### src/rtl/alu_pkg.sv
// Shared definitions for the sequential ALU: opcodes, flag bit positions
// and the FSM state type.
package alu_pkg;

  // Opcode encoding; 3'b111 is reserved and executes as PASS_B.
  localparam logic [2:0] OP_ADD   = 3'b000;
  localparam logic [2:0] OP_SUB   = 3'b001;
  localparam logic [2:0] OP_AND   = 3'b010;
  localparam logic [2:0] OP_OR    = 3'b011;
  localparam logic [2:0] OP_XOR   = 3'b100;
  localparam logic [2:0] OP_MUL   = 3'b101;
  localparam logic [2:0] OP_PASSB = 3'b110;
  localparam logic [2:0] OP_RSVD  = 3'b111;

  // Bit positions inside the 4-bit {N,Z,C,V} flag vector.
  localparam int FLAG_N = 3;
  localparam int FLAG_Z = 2;
  localparam int FLAG_C = 1;
  localparam int FLAG_V = 0;

  // Controller states: idle/single-cycle execution and multiply iteration.
  typedef enum logic [0:0] {
    ST_IDLE = 1'b0,
    ST_MUL  = 1'b1
  } state_e;

endpackage

### src/rtl/ripple_adder.sv
// Bit-level ripple-carry adder: a chain of WIDTH full adders.
module ripple_adder #(
  parameter int WIDTH = 8
) (
  input  logic [WIDTH-1:0] a,
  input  logic [WIDTH-1:0] b,
  input  logic             cin,
  output logic [WIDTH-1:0] sum,
  output logic             cout
);

  logic [WIDTH:0] carry_s;

  assign carry_s[0] = cin;

  for (genvar i = 0; i < WIDTH; i++) begin : g_fa
    assign sum[i]       = a[i] ^ b[i] ^ carry_s[i];
    assign carry_s[i+1] = (a[i] & b[i]) | (carry_s[i] & (a[i] ^ b[i]));
  end

  assign cout = carry_s[WIDTH];

endmodule

### src/rtl/seq_alu.sv
// Sequential ALU: single-cycle ADD/SUB/AND/OR/XOR/PASS_B and an iterative
// shift-add unsigned multiply, with registered result, flags and a
// start/busy/done handshake.
module seq_alu
  import alu_pkg::*;
#(
  parameter int WIDTH = 8
) (
  input  logic             clk,
  input  logic             rst_n,
  input  logic             start,
  input  logic [2:0]       op,
  input  logic [WIDTH-1:0] a,
  input  logic [WIDTH-1:0] b,
  output logic [WIDTH-1:0] result,
  output logic [WIDTH-1:0] mul_hi,
  output logic [3:0]       flags,
  output logic             busy,
  output logic             done
);

  localparam int CW = (WIDTH > 2) ? $clog2(WIDTH) : 1;
  localparam logic [CW-1:0] LAST_CNT = CW'(WIDTH - 1);

  state_e           state_q, state_d;
  logic [CW-1:0]    cnt_q, cnt_d;
  logic [WIDTH-1:0] mcand_q, mcand_d;
  logic [WIDTH-1:0] acc_hi_q, acc_hi_d;
  logic [WIDTH-1:0] acc_lo_q, acc_lo_d;
  logic [WIDTH-1:0] result_q, result_d;
  logic [WIDTH-1:0] mul_hi_q, mul_hi_d;
  logic [3:0]       flags_q, flags_d;
  logic             busy_q, busy_d;
  logic             done_q, done_d;

  // Add/subtract datapath: SUB is a + ~b + 1.
  logic             is_sub_s;
  logic [WIDTH-1:0] b_eff_s;
  logic [WIDTH-1:0] sum_s;
  logic             cout_s;

  assign is_sub_s = (op == OP_SUB);
  assign b_eff_s  = is_sub_s ? ~b : b;

  ripple_adder #(.WIDTH(WIDTH)) u_addsub (
    .a    (a),
    .b    (b_eff_s),
    .cin  (is_sub_s),
    .sum  (sum_s),
    .cout (cout_s)
  );

  // Multiply accumulation step: add multiplicand into the high half when
  // the current multiplier bit (low half LSB) is set.
  logic [WIDTH-1:0] addend_s;
  logic [WIDTH-1:0] mac_sum_s;
  logic             mac_cout_s;

  assign addend_s = acc_lo_q[0] ? mcand_q : {WIDTH{1'b0}};

  ripple_adder #(.WIDTH(WIDTH)) u_mac (
    .a    (acc_hi_q),
    .b    (addend_s),
    .cin  (1'b0),
    .sum  (mac_sum_s),
    .cout (mac_cout_s)
  );

  // Accumulator after this step's add and right shift; on the final
  // iteration this is the full product.
  logic [WIDTH-1:0] prod_hi_s;
  logic [WIDTH-1:0] prod_lo_s;

  assign prod_hi_s = {mac_cout_s, mac_sum_s[WIDTH-1:1]};
  assign prod_lo_s = {mac_sum_s[0], acc_lo_q[WIDTH-1:1]};

  // Single-cycle op result and carry/overflow selection.
  logic [WIDTH-1:0] alu_res_s;
  logic             alu_c_s;
  logic             alu_v_s;

  // Select the single-cycle result and arithmetic flags from the opcode.
  always_comb begin
    alu_res_s = b;
    alu_c_s   = 1'b0;
    alu_v_s   = 1'b0;
    case (op)
      OP_ADD, OP_SUB: begin
        alu_res_s = sum_s;
        alu_c_s   = cout_s;
        // Overflow: effective operands share a sign that the sum does not.
        alu_v_s   = (a[WIDTH-1] == b_eff_s[WIDTH-1]) && (sum_s[WIDTH-1] != a[WIDTH-1]);
      end
      OP_AND:  alu_res_s = a & b;
      OP_OR:   alu_res_s = a | b;
      OP_XOR:  alu_res_s = a ^ b;
      default: alu_res_s = b;
    endcase
  end

  // Next-state logic for the controller, multiply datapath and outputs.
  always_comb begin
    state_d  = state_q;
    cnt_d    = cnt_q;
    mcand_d  = mcand_q;
    acc_hi_d = acc_hi_q;
    acc_lo_d = acc_lo_q;
    result_d = result_q;
    mul_hi_d = mul_hi_q;
    flags_d  = flags_q;
    busy_d   = busy_q;
    done_d   = 1'b0;

    case (state_q)
      ST_IDLE: begin
        if (start) begin
          if (op == OP_MUL) begin
            mcand_d  = a;
            acc_lo_d = b;
            acc_hi_d = {WIDTH{1'b0}};
            cnt_d    = {CW{1'b0}};
            busy_d   = 1'b1;
            state_d  = ST_MUL;
          end else begin
            result_d        = alu_res_s;
            mul_hi_d        = {WIDTH{1'b0}};
            flags_d[FLAG_N] = alu_res_s[WIDTH-1];
            flags_d[FLAG_Z] = (alu_res_s == {WIDTH{1'b0}});
            flags_d[FLAG_C] = alu_c_s;
            flags_d[FLAG_V] = alu_v_s;
            done_d          = 1'b1;
          end
        end else begin
          state_d = ST_IDLE;
        end
      end

      ST_MUL: begin
        acc_hi_d = prod_hi_s;
        acc_lo_d = prod_lo_s;
        if (cnt_q == LAST_CNT) begin
          result_d        = prod_lo_s;
          mul_hi_d        = prod_hi_s;
          flags_d[FLAG_N] = prod_lo_s[WIDTH-1];
          flags_d[FLAG_Z] = ({prod_hi_s, prod_lo_s} == {(2*WIDTH){1'b0}});
          flags_d[FLAG_C] = (prod_hi_s != {WIDTH{1'b0}});
          flags_d[FLAG_V] = 1'b0;
          done_d          = 1'b1;
          busy_d          = 1'b0;
          cnt_d           = {CW{1'b0}};
          state_d         = ST_IDLE;
        end else begin
          cnt_d = cnt_q + CW'(1'b1);
        end
      end

      default: begin
        busy_d  = 1'b0;
        cnt_d   = {CW{1'b0}};
        state_d = ST_IDLE;
      end
    endcase
  end

  // State, datapath and output registers; reset aborts any multiply.
  always_ff @(posedge clk or negedge rst_n) begin
    if (!rst_n) begin
      state_q  <= ST_IDLE;
      cnt_q    <= {CW{1'b0}};
      mcand_q  <= {WIDTH{1'b0}};
      acc_hi_q <= {WIDTH{1'b0}};
      acc_lo_q <= {WIDTH{1'b0}};
      result_q <= {WIDTH{1'b0}};
      mul_hi_q <= {WIDTH{1'b0}};
      flags_q  <= 4'b0000;
      busy_q   <= 1'b0;
      done_q   <= 1'b0;
    end else begin
      state_q  <= state_d;
      cnt_q    <= cnt_d;
      mcand_q  <= mcand_d;
      acc_hi_q <= acc_hi_d;
      acc_lo_q <= acc_lo_d;
      result_q <= result_d;
      mul_hi_q <= mul_hi_d;
      flags_q  <= flags_d;
      busy_q   <= busy_d;
      done_q   <= done_d;
    end
  end

  assign result = result_q;
  assign mul_hi = mul_hi_q;
  assign flags  = flags_q;
  assign busy   = busy_q;
  assign done   = done_q;

endmodule

### config.mk
export PLATFORM = sky130hd
export DESIGN_NAME = seq_alu
export DESIGN_NICKNAME = d
export VERILOG_FILES = /design/src/rtl/alu_pkg.sv /design/src/rtl/ripple_adder.sv /design/src/rtl/seq_alu.sv
export SDC_FILE = /design/constraint.sdc
export NUM_CORES = 1
export LEC_CHECK = 0
export BUFFER_PORTS_ARGS = -buffer_cell sky130_fd_sc_hd__clkbuf_2
export CORE_AREA = 2 2 83 85
export DETAILED_ROUTE_END_ITERATION = 8
export DIE_AREA = 0 0 85 87
export PLACE_DENSITY_LB_ADDON = 0.05
export SLEW_MARGIN = 25
export SYNTH_ARGS = -nofsm -noshare
export SYNTH_HDL_FRONTEND = slang
export SYNTH_SLANG_ARGS = --single-unit
### constraint.sdc
create_clock -name clk -period 3.9 [get_ports clk]
set_clock_uncertainty 0.2 [all_clocks]
set_input_delay 0.585 -clock clk [delete_from_list [all_inputs] [get_ports clk]]
set_output_delay 0.585 -clock clk [all_outputs]
set_load 0.01 [all_outputs]
Word level (Yosys, flattened, before mapping) --
Index checks and enable logic that the tools add are counted.
Storage, ports and cells: bits in registers 50, word-level logic and storage cells 154
Cells by class: add/sub/neg operators 1, eq/ne operators 12, mux-type cells 39, bitwise gates (word level) 82, reductions and logical operators 10
Operators by type and width (number):
- 8-bit two-way mux | 12
- 8-bit one-hot mux with 2 select lines | 4
- 8-bit one-hot mux with 4 select lines | 1
- 1-bit bitwise AND | 31
- 1-bit XOR | 31
- 16-bit logical NOT | 1
- 1-bit bitwise OR | 15
- 4-bit two-way mux | 3
- 1-bit two-way mux | 11
- 3-bit == test, second input constant | 3
- 3-bit two-way mux | 3
- 3-bit AND reduction | 3
- 8-bit bitwise AND | 1
- 8-bit logical NOT | 1
- 8-bit inverter | 1
- 8-bit bitwise OR | 1
- 4-bit one-hot mux with 2 select lines | 1
- 8-bit nonzero test | 1
- 8-bit XOR | 1
- 3-bit by 2-bit == test with 1-bit output, second input constant | 2
- 2-bit inequality test, second input constant | 3
- 1-bit one-hot mux with 2 select lines | 3
- 3-bit one-hot mux with 2 select lines | 1
- 3-bit by 1-bit adder with 3-bit output, second input constant | 1
- 9 further kinds | 9

Logic depth before layout (Yosys ltp) --
depth after elaboration 24, depth in mapped cells 19

Hierarchy --
From an unflattened synthesis, not the netlist that was laid out.
Second synthesis, totals: cells, all modules 347, area total of the unflattened synthesis 3301.9 µm²
Modules (own cells, without submodules):
- seq_alu | instances 1, cells an instance 311, area an instance 2906.5 µm²
- ripple_adder | instances 2, cells an instance 18, area an instance 197.7 µm²

Least setup slack after synthesis --
No wires, ideal clock.
path kind input -> register, start in op[0], end reg flags_q[2], in the netlist flags[2], arrival time 5.091 ns, slack -1.455 ns, stages 19, path buffers 3, cell sequence buf_2 buf_2 nor3b_1 buf_2 mux2_2 fa_1 fa_1 fa_1 fa_1 inv_1 fa_1 inv_1 fa_1 fa_1 nand2b_1 a21oi_1 or4_4 nor4_2 a21o_1
On the way: longest elaborated chain between the ends 23
Ends and longest elaborated chain:
- from (decl) | RTL line seq_alu.sv:12 | input logic [2:0] op,
- 3-bit by 1-bit == test with 1-bit output | RTL line seq_alu.sv:42, seq_alu.sv:87
- 8-bit two-way mux | RTL line seq_alu.sv:43 | assign b_eff_s = is_sub_s ? ~b : b;
- 1-bit XOR | RTL line ripple_adder.sv:17, ripple_adder.sv:18
- 1-bit bitwise AND | RTL line ripple_adder.sv:18 | assign carry_s[i+1] = (a[i] & b[i]) | (carry_s[i] & (a[i] ^ b[i]));
- 1-bit bitwise OR | RTL line ripple_adder.sv:18
- 1-bit bitwise AND | RTL line ripple_adder.sv:18
- 1-bit bitwise OR | RTL line ripple_adder.sv:18
- 1-bit bitwise AND | RTL line ripple_adder.sv:18
- (+7 left out)
- 1-bit bitwise AND | RTL line ripple_adder.sv:18
- 1-bit bitwise OR | RTL line ripple_adder.sv:18
- 1-bit XOR | RTL line ripple_adder.sv:17 | assign sum[i] = a[i] ^ b[i] ^ carry_s[i];
- 8-bit one-hot mux with 4 select lines | RTL line seq_alu.sv:87 | case (op)
- 8-bit logical NOT | RTL line seq_alu.sv:128 | flags_d[FLAG_Z] = (alu_res_s == {WIDTH{1'b0}});
- 4-bit two-way mux | RTL line seq_alu.sv:117 | if (op == OP_MUL) begin
- 4-bit two-way mux | RTL line seq_alu.sv:116 | if (start) begin
- 4-bit one-hot mux with 2 select lines | RTL line seq_alu.sv:114 | case (state_q)
- to (signal assigned) | RTL line seq_alu.sv:186 | flags_q <= flags_d;
- to (decl) | RTL line seq_alu.sv:32 | logic [3:0] flags_q, flags_d;
Several ways; a longest one is shown, not always the timed one. The select of a mux whose other input is x is not followed. A chain may end at the register's enable or synchronous reset.

Final worst setup path --
Same ends and word-level chain as after synthesis.

==> impl_metrics.env <==
export IMPL_timing_critical_path_fanout_max=3
export IMPL_design_portCount=44
export IMPL_finalHoldWorstSlack_ps=172
export IMPL_mappedNetlistNets=392
export IMPL_grt_busiest_layer="met2"
export IMPL_number_of_global_route_vias_before_repair=2497
export IMPL_syn_mean_instance_area_um2=9.39
export IMPL_cap_viol_max_count=0
export IMPL_synth_cell_types=51
export IMPL_fp_row_count=30
export IMPL_post_synth_xor_area_fraction_pct=2.22
export IMPL_die_height_um=87
export IMPL_yosys_most_used_dff="dfrtp_1"
export IMPL_ctsHoldBuffers=0
export IMPL_post_synth_and_or_nand_nor_area_fraction_pct=15.4
export IMPL_cts_reportedPaths_clkPinSlew_ps=80
export IMPL_floorplan_initialDensity_pct=48.0
export IMPL_timing_hold_worst_class="in -> async"
export IMPL_synth_seq_area_share_pct=38.9
export IMPL_compound_gate_fraction_of_synth_area_pct=17.2
export IMPL_syn2layout_area_growth_pct=20.9
export IMPL_status="complete, but fails checks"
export IMPL_endpoint_kind="flip-flop"
export IMPL_final_setup_tns_ps=-1850
export IMPL_clock_tree_from_tritoncts="built"
export IMPL_cts_buffers_inserted=5
export IMPL_synthCells=336
export IMPL_tightest_slew_ps=829
export IMPL_detailroute_via_count=2528
export IMPL_p_int_mw=1.27
export IMPL_die_area_um2=7400
export IMPL_dominant_combinational_cell_family_by_area_after_synthesis="compound AO/OA/AOI/OAI gates"
export IMPL_clock_power_share_pct=14.5
export IMPL_timing_worst_setup_path_type="in -> reg"
export IMPL_routed_wire_length_per_instance_um=15.5
export IMPL_met1_usage_pct=31.5
export IMPL_numPortBuffers=43
export IMPL_totalWireLength_mm=7.44
export IMPL_power_frac_comb_pct=46.4
export IMPL_yosysWarnings=0
export IMPL_post_synth_design_cell_area_um2=3150
export IMPL_antenna_diode_count=0
export IMPL_hold_viol_final=0
export IMPL_yosys_area_share_adder_pct=16.8
export IMPL_antenna_left=0
export IMPL_achievable_clock_frequency_ghz=0.219
export IMPL_setup_repair_after_global_routing_missed_its_margin="yes"
export IMPL_failing_checks="setup timing"
export IMPL_post_drt_via_cell_ratio=5.28
export IMPL_worst_skew_pair_late_latency_ps=300
export IMPL_grt_met2_usage_pct=33.5
export IMPL_ys_ff_latch=49
export IMPL_drc=0
export IMPL_dp_final_hpwl_mm=5.69
export IMPL_finalCriticalPeriod_ps=4570
export IMPL_gp_congestion=0.831
export IMPL_static_leakage_power_nw=1.83
export IMPL_cp_required_ps=3940
export IMPL_muxShareOfSynthArea_pct=3.21
export IMPL_final_std_cell_area_no_fill_um2=3810
export IMPL_htreeDepth=2
export IMPL_worst_setup_path_start_kind="input pin"
export IMPL_drt_initial_drc_count=151
export IMPL_power_switching_mw=0.806
export IMPL_drt_pass1_iter_count=4
export IMPL_post_route_cells_drive_above_1_share_pct=30.3
export IMPL_slew_headroom_pct=44.7
export IMPL_cts_path_max_buffers=2
export IMPL_power_ir_vdd_worst_v=0.000472
export IMPL_r2r_setup_slack_ps=-120
export IMPL_cts_sink_count=49
export IMPL_core_um2=6570
export IMPL_worst_endpoint_arrival_ps=4610
export IMPL_cell_area_placed_um2=3620
export IMPL_post_route_period_util_pct=117
export IMPL_layout_nets=455
export IMPL_final_setup_viol_count=4
export IMPL_total_congestion_overflow_after_global_routing=0
export IMPL_synth_edf_count=0
export IMPL_global_route_usage_total_pct=21.3
export IMPL_grt_antenna_before_repair=0
export IMPL_grt_max_degree=36
export IMPL_pwr_share_seq_pct=39.1
export IMPL_use_met3_pct=3.60
export IMPL_placed_cells=468
export IMPL_final_setup_worst_slack_ps=-669
export IMPL_cellPowerDensity_nw_per_um2=543
export IMPL_fp_dieW_um=85
export IMPL_report_final_slew_viol_count=0
export IMPL_p_sw_share_pct=38.9
export IMPL_layout_cells_non_filler=479
export IMPL_asyncSetResetFlopFracSynth_pct=100
export IMPL_grt_first_pass_wirelength_mm=12.4
export IMPL_cts_root_buffer="clkbuf_8"
[cell families after synthesis]
logic type / count (synthesis)
multiplexers: 9
flip-flops: 49
AND/OR/NAND/NOR: 104
buffers and inverters: 47
AO/OA/AOI/OAI: 85
XOR/XNOR: 8
adder cells (fa/ha/maj): 34
[area by class of cell]
cell class	count	area, µm²
timing repair buffer	75	465
inverter	28	105
sequential	49	1230
multi-input combinational	240	1830
fill	613	2760
tap	80	100
clock buffer	7	86.3
[critical path: stages]
cell	delay, ps
buf_6	90
nor3b_4	160
buf_4	130
mux2_4	250
fa_2	340
fa_2	350
fa_2	350
fa_2	340
inv_2	60
fa_2	190
inv_2	40
fa_2	330
fa_2	430
nand2b_1	100
a21oi_2	50
or4_4	530
nor4_4	130
a21o_1	130
[power by group through the flow]
| stage | sequential [mW] | combinational (mW) | clock (mW) |
|---|---|---|---|
| 2_1_floorplan | 0.824 | 0.587 | 0 |
| 3_3_place_gp | 0.818 | 0.904 | 0 |
| 3_5_place_dp | 0.821 | 0.920 | 0 |
| 4_1_cts | 0.811 | 0.955 | 0.307 |
| 5_1_grt | 0.836 | 1.09 | 0.327 |
| 6_report | 0.810 | 0.961 | 0.301 |
[cell usage in the layout (no fill, tap or decap), drive strengths merged, types with 10 or more instances in the layout]
cell type,count
nand2,48
ha,20
dfrtp,49
o21ai,24
clkbuf,49
buf,33
inv,27
nor2,25
fa,14
a21boi,10
a21oi,18
[cell usage after synthesis (all sizes together) (4+ instances only)]
cell    count  area share (%)
nand2b      6             1.2
a21oi      18             2.9
inv        27             3.2
o31ai       5             1.2
mux2        9             3.2
a22o        4             1.1
o22a        5             1.4
a21boi     10             2.4
clkbuf     10             1.2
fa         14             8.9
o21ai      24             3.9
ha         20             7.9
dfrtp      49              39
xnor2       7             1.9
nand3       6            0.95
o22ai       8             1.6
nand2      48             5.7
nor2       25             3.1
buf         9             1.8
[sequential cells by signal (all words and copies together), names as in the netlist]
signal    count
mul_hi        8
mcand_q       8
acc_lo_q      8
done          1
state_q       1
cnt_q         3
acc_hi_q      8
busy          1
flags         4
result        7
[layer usage]
layer | share of wire (%) | wire length (µm)
met5 | 0 | 0
met4 | 0.71 | 53
met3 | 3.8 | 283
met2 | 45 | 3370
met1 | 50 | 3730
[repair_timing]
| item | in CTS | in global routing |
|---|---|---|
| resized for setup | 12 | 8 |
| buffers inserted | 2 | 2 |
| pin swaps | 8 | 7 |
| setup endpoints to repair | 8 | 8 |
| gates cloned | 0 | 0 |
[path summary, 6_finish.rpt]
| kind | depth (start not counted) | startpoint | to |
|---|---|---|---|
| max | 18 | op[0] | flags[2] |
| min | 1 | rst_n | done |
| max reg2reg | 16 | mcand_q[0] | flags[2] |
| min reg2reg | 2 | mul_hi[7] | mul_hi[7] |
| max in group asynchronous | 2 | rst_n | acc_lo_q[4] |
| min in group clk | 2 | mul_hi[7] | mul_hi[7] |
[stage by stage]
step	util (%)	power (mW)	worst slack, ps
floorplan	-	1.41	-1070
global placement	55.1	1.72	-1130
detailed placement	55.1	1.74	-1190
CTS	57.3	2.07	-720
global route	58.0	2.26	-801
finish	58.0	2.07	-669
No activity file was read; power rests on OpenSTA's default activity.
